### config.mk
export PLATFORM = sky130hd
export DESIGN_NAME = mac_table_manage
export DESIGN_NICKNAME = d
export VERILOG_FILES = /design/src/rtl/mac_table_manage.sv
export SDC_FILE = /design/constraint.sdc
export NUM_CORES = 2
export LEC_CHECK = 0
export ABC_AREA = 1
export CAP_MARGIN = 20
export CELL_PAD_IN_SITES_DETAIL_PLACEMENT = 1
export CELL_PAD_IN_SITES_GLOBAL_PLACEMENT = 2
export CORE_AREA = 4 4 508 510
export DETAILED_ROUTE_END_ITERATION = 10
export DIE_AREA = 0 0 512 514
export GPL_TIMING_DRIVEN = 1
export MAX_ROUTING_LAYER = met4
export PLACE_DENSITY_LB_ADDON = 0.25
export SLEW_MARGIN = 20
export SYNTH_ARGS = -nofsm -noshare
export SYNTH_HDL_FRONTEND = slang
export SYNTH_SLANG_ARGS = --single-unit
### constraint.sdc
create_clock -name i_clk -period 14.05 [get_ports i_clk]
set_input_delay 2.1075 -clock i_clk [delete_from_list [all_inputs] [get_ports i_clk]]
set_output_delay 2.1075 -clock i_clk [all_outputs]
set_load 0.01 [all_outputs]
### src/rtl/mac_table_manage.sv
// 32-entry MAC forwarding table: learn writes, 1-cycle DMAC lookup,
// and background aging of stale entries.
module mac_table_manage #(
  parameter int         ADDR_W          = 5,
  parameter int         AGE_TICK_CYCLES = 125000000,
  parameter int         AGE_W           = 4,
  parameter int         AGE_MAX         = 10,
  parameter logic [8:0] FLOOD_PORTS     = 9'h1FF
) (
  input  logic                     i_clk,
  input  logic                     i_rst_n,
  input  logic [56:0]              iv_smac_inport,
  input  logic [ADDR_W-1:0]        iv_entry_addr,
  input  logic                     i_mactable_wr,
  input  logic [47:0]              iv_dmac,
  input  logic                     i_lookup_req,
  input  logic                     i_age_en,
  output logic [8:0]               ov_outport,
  output logic                     o_lookup_hit,
  output logic                     o_lookup_ack,
  output logic [(1<<ADDR_W)-1:0]   ov_entry_valid
);

  localparam int DEPTH = 1 << ADDR_W;
  localparam int PW    = $clog2(AGE_TICK_CYCLES);
  localparam logic [PW-1:0]    PS_LAST = PW'(AGE_TICK_CYCLES - 1);
  localparam logic [AGE_W-1:0] AGE_TOP = AGE_W'(AGE_MAX);

  logic [47:0]      mac_q  [DEPTH];
  logic [8:0]       port_q [DEPTH];
  logic [AGE_W-1:0] age_q  [DEPTH];
  logic [DEPTH-1:0] valid_q;
  logic [PW-1:0]    presc_q;

  logic              tick;
  logic [DEPTH-1:0]  match;
  logic              any_match;
  logic [ADDR_W-1:0] win;

  assign tick = i_age_en && (presc_q == PS_LAST);

  always_comb begin
    match = '0;
    for (int i = 0; i < DEPTH; i++)
      match[i] = valid_q[i] && (mac_q[i] == iv_dmac);
  end

  // scan downward so the lowest matching index is the last one kept
  always_comb begin
    win = '0;
    for (int i = DEPTH - 1; i >= 0; i--)
      if (match[i]) win = ADDR_W'(i);
  end

  assign any_match = |match;

  always_ff @(posedge i_clk) begin
    if (i_mactable_wr) begin
      mac_q[iv_entry_addr]  <= iv_smac_inport[56:9];
      port_q[iv_entry_addr] <= iv_smac_inport[8:0];
    end
  end

  always_ff @(posedge i_clk) begin
    if (!i_rst_n) begin
      presc_q      <= '0;
      valid_q      <= '0;
      ov_outport   <= '0;
      o_lookup_hit <= 1'b0;
      o_lookup_ack <= 1'b0;
      for (int i = 0; i < DEPTH; i++)
        age_q[i] <= '0;
    end else begin
      if (i_age_en)
        presc_q <= tick ? '0 : presc_q + 1'b1;

      // a learn write beats an aging tick on the same entry
      for (int i = 0; i < DEPTH; i++) begin
        if (i_mactable_wr && iv_entry_addr == ADDR_W'(i)) begin
          valid_q[i] <= 1'b1;
          age_q[i]   <= '0;
        end else if (tick && valid_q[i]) begin
          if (age_q[i] >= AGE_TOP)
            valid_q[i] <= 1'b0;
          else
            age_q[i] <= age_q[i] + 1'b1;
        end
      end

      o_lookup_ack <= i_lookup_req;
      if (i_lookup_req) begin
        if (iv_dmac[40] || !any_match) begin
          o_lookup_hit <= 1'b0;
          ov_outport   <= FLOOD_PORTS;
        end else begin
          o_lookup_hit <= 1'b1;
          ov_outport   <= port_q[win];
        end
      end
    end
  end

  assign ov_entry_valid = valid_q;

endmodule

==> summary by stage <==
Die
In this run the standard cell core region covers about 250000 µm². From left edge to right edge, the die measures between 500 and 600 µm. The die covers between 200000 and 300000 µm². The number of primary I/O pins is roughly 160. The total number of placement rows is ~190. The vertical die dimension is ~500 µm. The effective utilization at floorplan is between 30% and 40%.

CTS
In this run, post-CTS hold repair placed 0 buffers. The root buffer cell chosen for the clock tree is clkbuf_16. At the later pin of the worst-skew pair, clock insertion delay measures between 0.8 and 0.9 ns. No sink is reached through more buffers than the 3 on the longest clock path. The clock tree from TritonCTS is done. Gates resized during post-CTS repair numbered 0. The clock slew seen by the registers of the worst setup and hold paths is roughly 0.060 ns. Counting every sink on the clock net gives just over 2000.

The total CTS buffers is 223. Buffers added to address setup during post-CTS repair amount to 0. The H-tree level count is 4.

Yosys
The share of synthesized area occupied by flip-flops and latches is roughly two thirds. The net count after synthesis is ~7400. A synthesized cell averages about 12 µm². Summing every instance area after synthesis gives around 88000 µm². The number of distinct library cells after synthesis is 57.

The most common flop cell mapped by yosys is edfxtp_1. Yosys printed 0 warnings. Synthesis produced a netlist whose cell count is 7238.

The share of flip-flops with an asynchronous set or reset is 0%. The count of flip-flops with a built-in enable after synthesis is 1952. The post-synthesis register bit count is 2022.

Pwr
The cell leakage power is approximately 34 nW. Summing internal, switching and leakage power gives 0.0135 W. The net switching power is ~0.0034 W. The largest vdd supply drop is 0.000143 V.

In this run switching power makes up around a quarter of total power. Of the total power, registers draw about half. The clock share of power is between 40% and 50%. The internal power summed over all cells is 0.0101 W. The part of the power in combinational logic is under 10%. In this run the power density over the cells is approximately 130 nW/µm².

Setup path
In this run the worst path has a maximum fanout of between 100 and 150. The arrival time at the worst endpoint is around 10 ns. Among all stages on the critical path, the largest delay is contributed by clkdlybuf4s50_1. The dominant delay contributor by cell family on the critical path is simple AND/OR/NAND/NOR gates. The worst setup path is launched from a primary input. Together, buffers and inverters on the worst path number 4. The data required time at the worst endpoint is roughly 15 ns. The critical path endpoint category is a flop. On the worst path, the slowest cell contributes a delay of 0.86 ns.

The worst register-to-register path has a setup slack of 7.16 ns. The worst setup path is of the in -> reg kind. The most numerous cell type found on the critical path is nand2_1.

Drt
The remaining design rule violation count is 0. Dividing the detail-routed via count by the number of cells gives between 6 and 7. The total wirelength of the detailed-routed design is ~410000 µm. The number of nets with antenna violations after routing is 0. The first-pass iteration count of the detailed router is 5. Dividing the detail-routed wire length by the instance count gives roughly 37 µm. The first routing iteration left approximately 11000 violations.

The routed via count is approximately 67000.

Timing
Based on the critical path, the design can be clocked at up to between 100 and 150 MHz. The final hold violation count came to 0. Across the routed clock network, the largest skew measured is approximately 0.041 ns. The final max-slew violation count is 0. The post-route minimum period is about 9.2 ns. The summed negative setup slack over all endpoints is 0 ns. Setup violations remaining at the end of the flow were counted as 0. The part of the cycle the worst path needs is 65.4%. The transition at the pin with the smallest max-transition slack is 1.22 ns.

Setup repair after global routing left no endpoint under its margin. The worst-case headroom to the max-slew limit is between 10% and 20%.

Global routing
The global-route wire length before repair is roughly 550000 µm. The maximum number of pins on one net before global-route repair is approximately 150. Global routing consumed, over all layers together, a little under a third of the routing resources. For this run the aggregate overflow at the end of global routing stands at 0. The initial antenna violation count is 73. The number of global-route vias before repair is 64200.

Cells and area
The number of inserted filler cells in the final layout is about 27000. The area growth from synthesis to layout is 13.9%. Of the cells placed in the final design, the portion with a size suffix greater than 1 is around 11%. At the end of the flow, the number of nets in the layout was approximately 7700.

Placed design
At the end of routability-driven placement, the weighted congestion stood at 0.894. The HPWL after detailed placement is 236000 µm. The quantity of I/O buffers inserted on ports is approximately 160.

Job
The max-capacitance violation count is 0.

Outcome
The flow ran to the end, and the final reports show no timing, DRC or antenna violations.

Worst hold path
The worst hold path class is reg -> reg.
per-stage QoR:
stage / hold slack [ns] / util [%] / cells / setup WS [ns] / instance area [µm²]
after floorplan: 0.426 / - / 7238 / 6.79 / 88500
after global placement: 0.439 / 37.0 / 10600 / 4.06 / 93800
after detailed placement: 0.447 / 37.0 / 10600 / 4.15 / 93800
after CTS: 0.458 / 39.7 / 11000 / 5.07 / 101000
after global routing: 0.497 / 39.7 / 11100 / 4.43 / 101000
final: 0.455 / 39.8 / 11100 / 4.87 / 101000
cells in the final DEF, fill, tap and decap left out, types with 74 or more instances in the layout:
master | netlist | routed
nand3b_1 | 100 | 100
o21ai_0 | 456 | 456
xnor2_1 | 210 | 210
xor2_1 | 216 | 216
inv_1 | 441 | 430
nand3_1 | 447 | 447
nand4_1 | 80 | 80
clkbuf_16 | 0 | 227
clkdlybuf4s50_1 | 0 | 79
a221oi_1 | 164 | 164
buf_4 | 57 | 225
buf_2 | 179 | 74
nand2_1 | 1213 | 1211
nor4_1 | 166 | 165
nor2_1 | 452 | 422
or2_2 | 152 | 152
edfxtp_1 | 1952 | 1952
a22o_1 | 124 | 124
o22ai_1 | 249 | 249
power by group through the flow:
stage	clock [W]	combinational, W	sequential [W]
after floorplan	0	0.000387	0.00687
after global placement	0	0.000965	0.00689
after detailed placement	0	0.000974	0.00690
after CTS	0.00578	0.000977	0.00677
after global routing	0.00605	0.00101	0.00678
final	0.00573	0.00100	0.00677
Yosys cell counts (11+ instances only):
| cell type | instances | area share [%] |
|---|---|---|
| buf_6 | 29 | 0.37 |
| inv_1 | 441 | 1.9 |
| nand3_1 | 447 | 2.5 |
| ha_1 | 65 | 0.92 |
| a2111oi_0 | 11 | 0.11 |
| a21oi_1 | 57 | 0.32 |
| nor4_1 | 166 | 1.2 |
| o31ai_1 | 28 | 0.24 |
| dfxtp_1 | 70 | 1.6 |
| edfxtp_1 | 1952 | 66 |
| or2_2 | 152 | 1.1 |
| inv_2 | 31 | 0.13 |
| nor3_1 | 23 | 0.13 |
| or4_1 | 26 | 0.22 |
| o211ai_1 | 23 | 0.20 |
| buf_2 | 179 | 1.0 |
| a22o_1 | 124 | 1.2 |
| o21ai_0 | 456 | 2.6 |
| buf_4 | 57 | 0.48 |
| o22ai_1 | 249 | 1.8 |
| xnor2_1 | 210 | 2.1 |
| clkbuf_1 | 64 | 0.27 |
| a221oi_1 | 164 | 1.6 |
| nand3b_1 | 100 | 0.85 |
| nand4_1 | 80 | 0.57 |
| nor2_1 | 452 | 1.9 |
| nand2_1 | 1213 | 5.1 |
| xor2_1 | 216 | 2.1 |
| buf_1 | 25 | 0.11 |
| a211oi_1 | 39 | 0.33 |
routing by layer:
layer | wire [µm] | track usage, % | share of wire [%]
met2 | 187000 | 48.2 | 46
met3 | 42600 | 5.36 | 10
met1 | 158000 | 40.1 | 39
met5 | 0 | - | 0
met4 | 18300 | 12.8 | 4.5
worst paths after layout:
check | from | end | cells past startpoint
setup / recovery | iv_dmac[27] | ov_outport[7]$_SDFFE_PN0P_ | 49
hold / removal | presc_q[25]$_SDFFE_PN0P_ | presc_q[25]$_SDFFE_PN0P_ | 1
setup reg to reg | ov_entry_valid[16]$_SDFFE_PN0P_ | ov_outport[7]$_SDFFE_PN0P_ | 30
hold reg to reg | presc_q[25]$_SDFFE_PN0P_ | presc_q[25]$_SDFFE_PN0P_ | 1
sequential cells by signal, summed over array words and instances (netlist names):
signal / cells
age_q: 128
ov_entry_valid: 32
mac_q: 1536
ov_outport: 9
o_lookup_hit: 1
port_q: 288
presc_q: 27
o_lookup_ack: 1
area by class of cell:
class	instances	area [µm²]	share of cell area [%]
clock inverter	112	930	0.923
tap	3366	4210	4.18
inverter	479	1800	1.79
clock buffer	298	6000	5.95
antenna	33	82.6	0.0820
timing repair buffer	379	2860	2.83
sequential	2022	60000	59.6
multi-input combinational	4379	24900	24.7
logic make-up after synthesis:
kind of cell / after synthesis / share of synthesized area (%)
fa+ha+maj: 65 / 0.919
xor+xnor: 426 / 4.22
compound gates: 1200 / 8.83
buf+inv: 837 / 4.36
simple gates: 2688 / 13.8
flops: 2022 / 67.8
No activity file was read; power rests on OpenSTA's default activity.
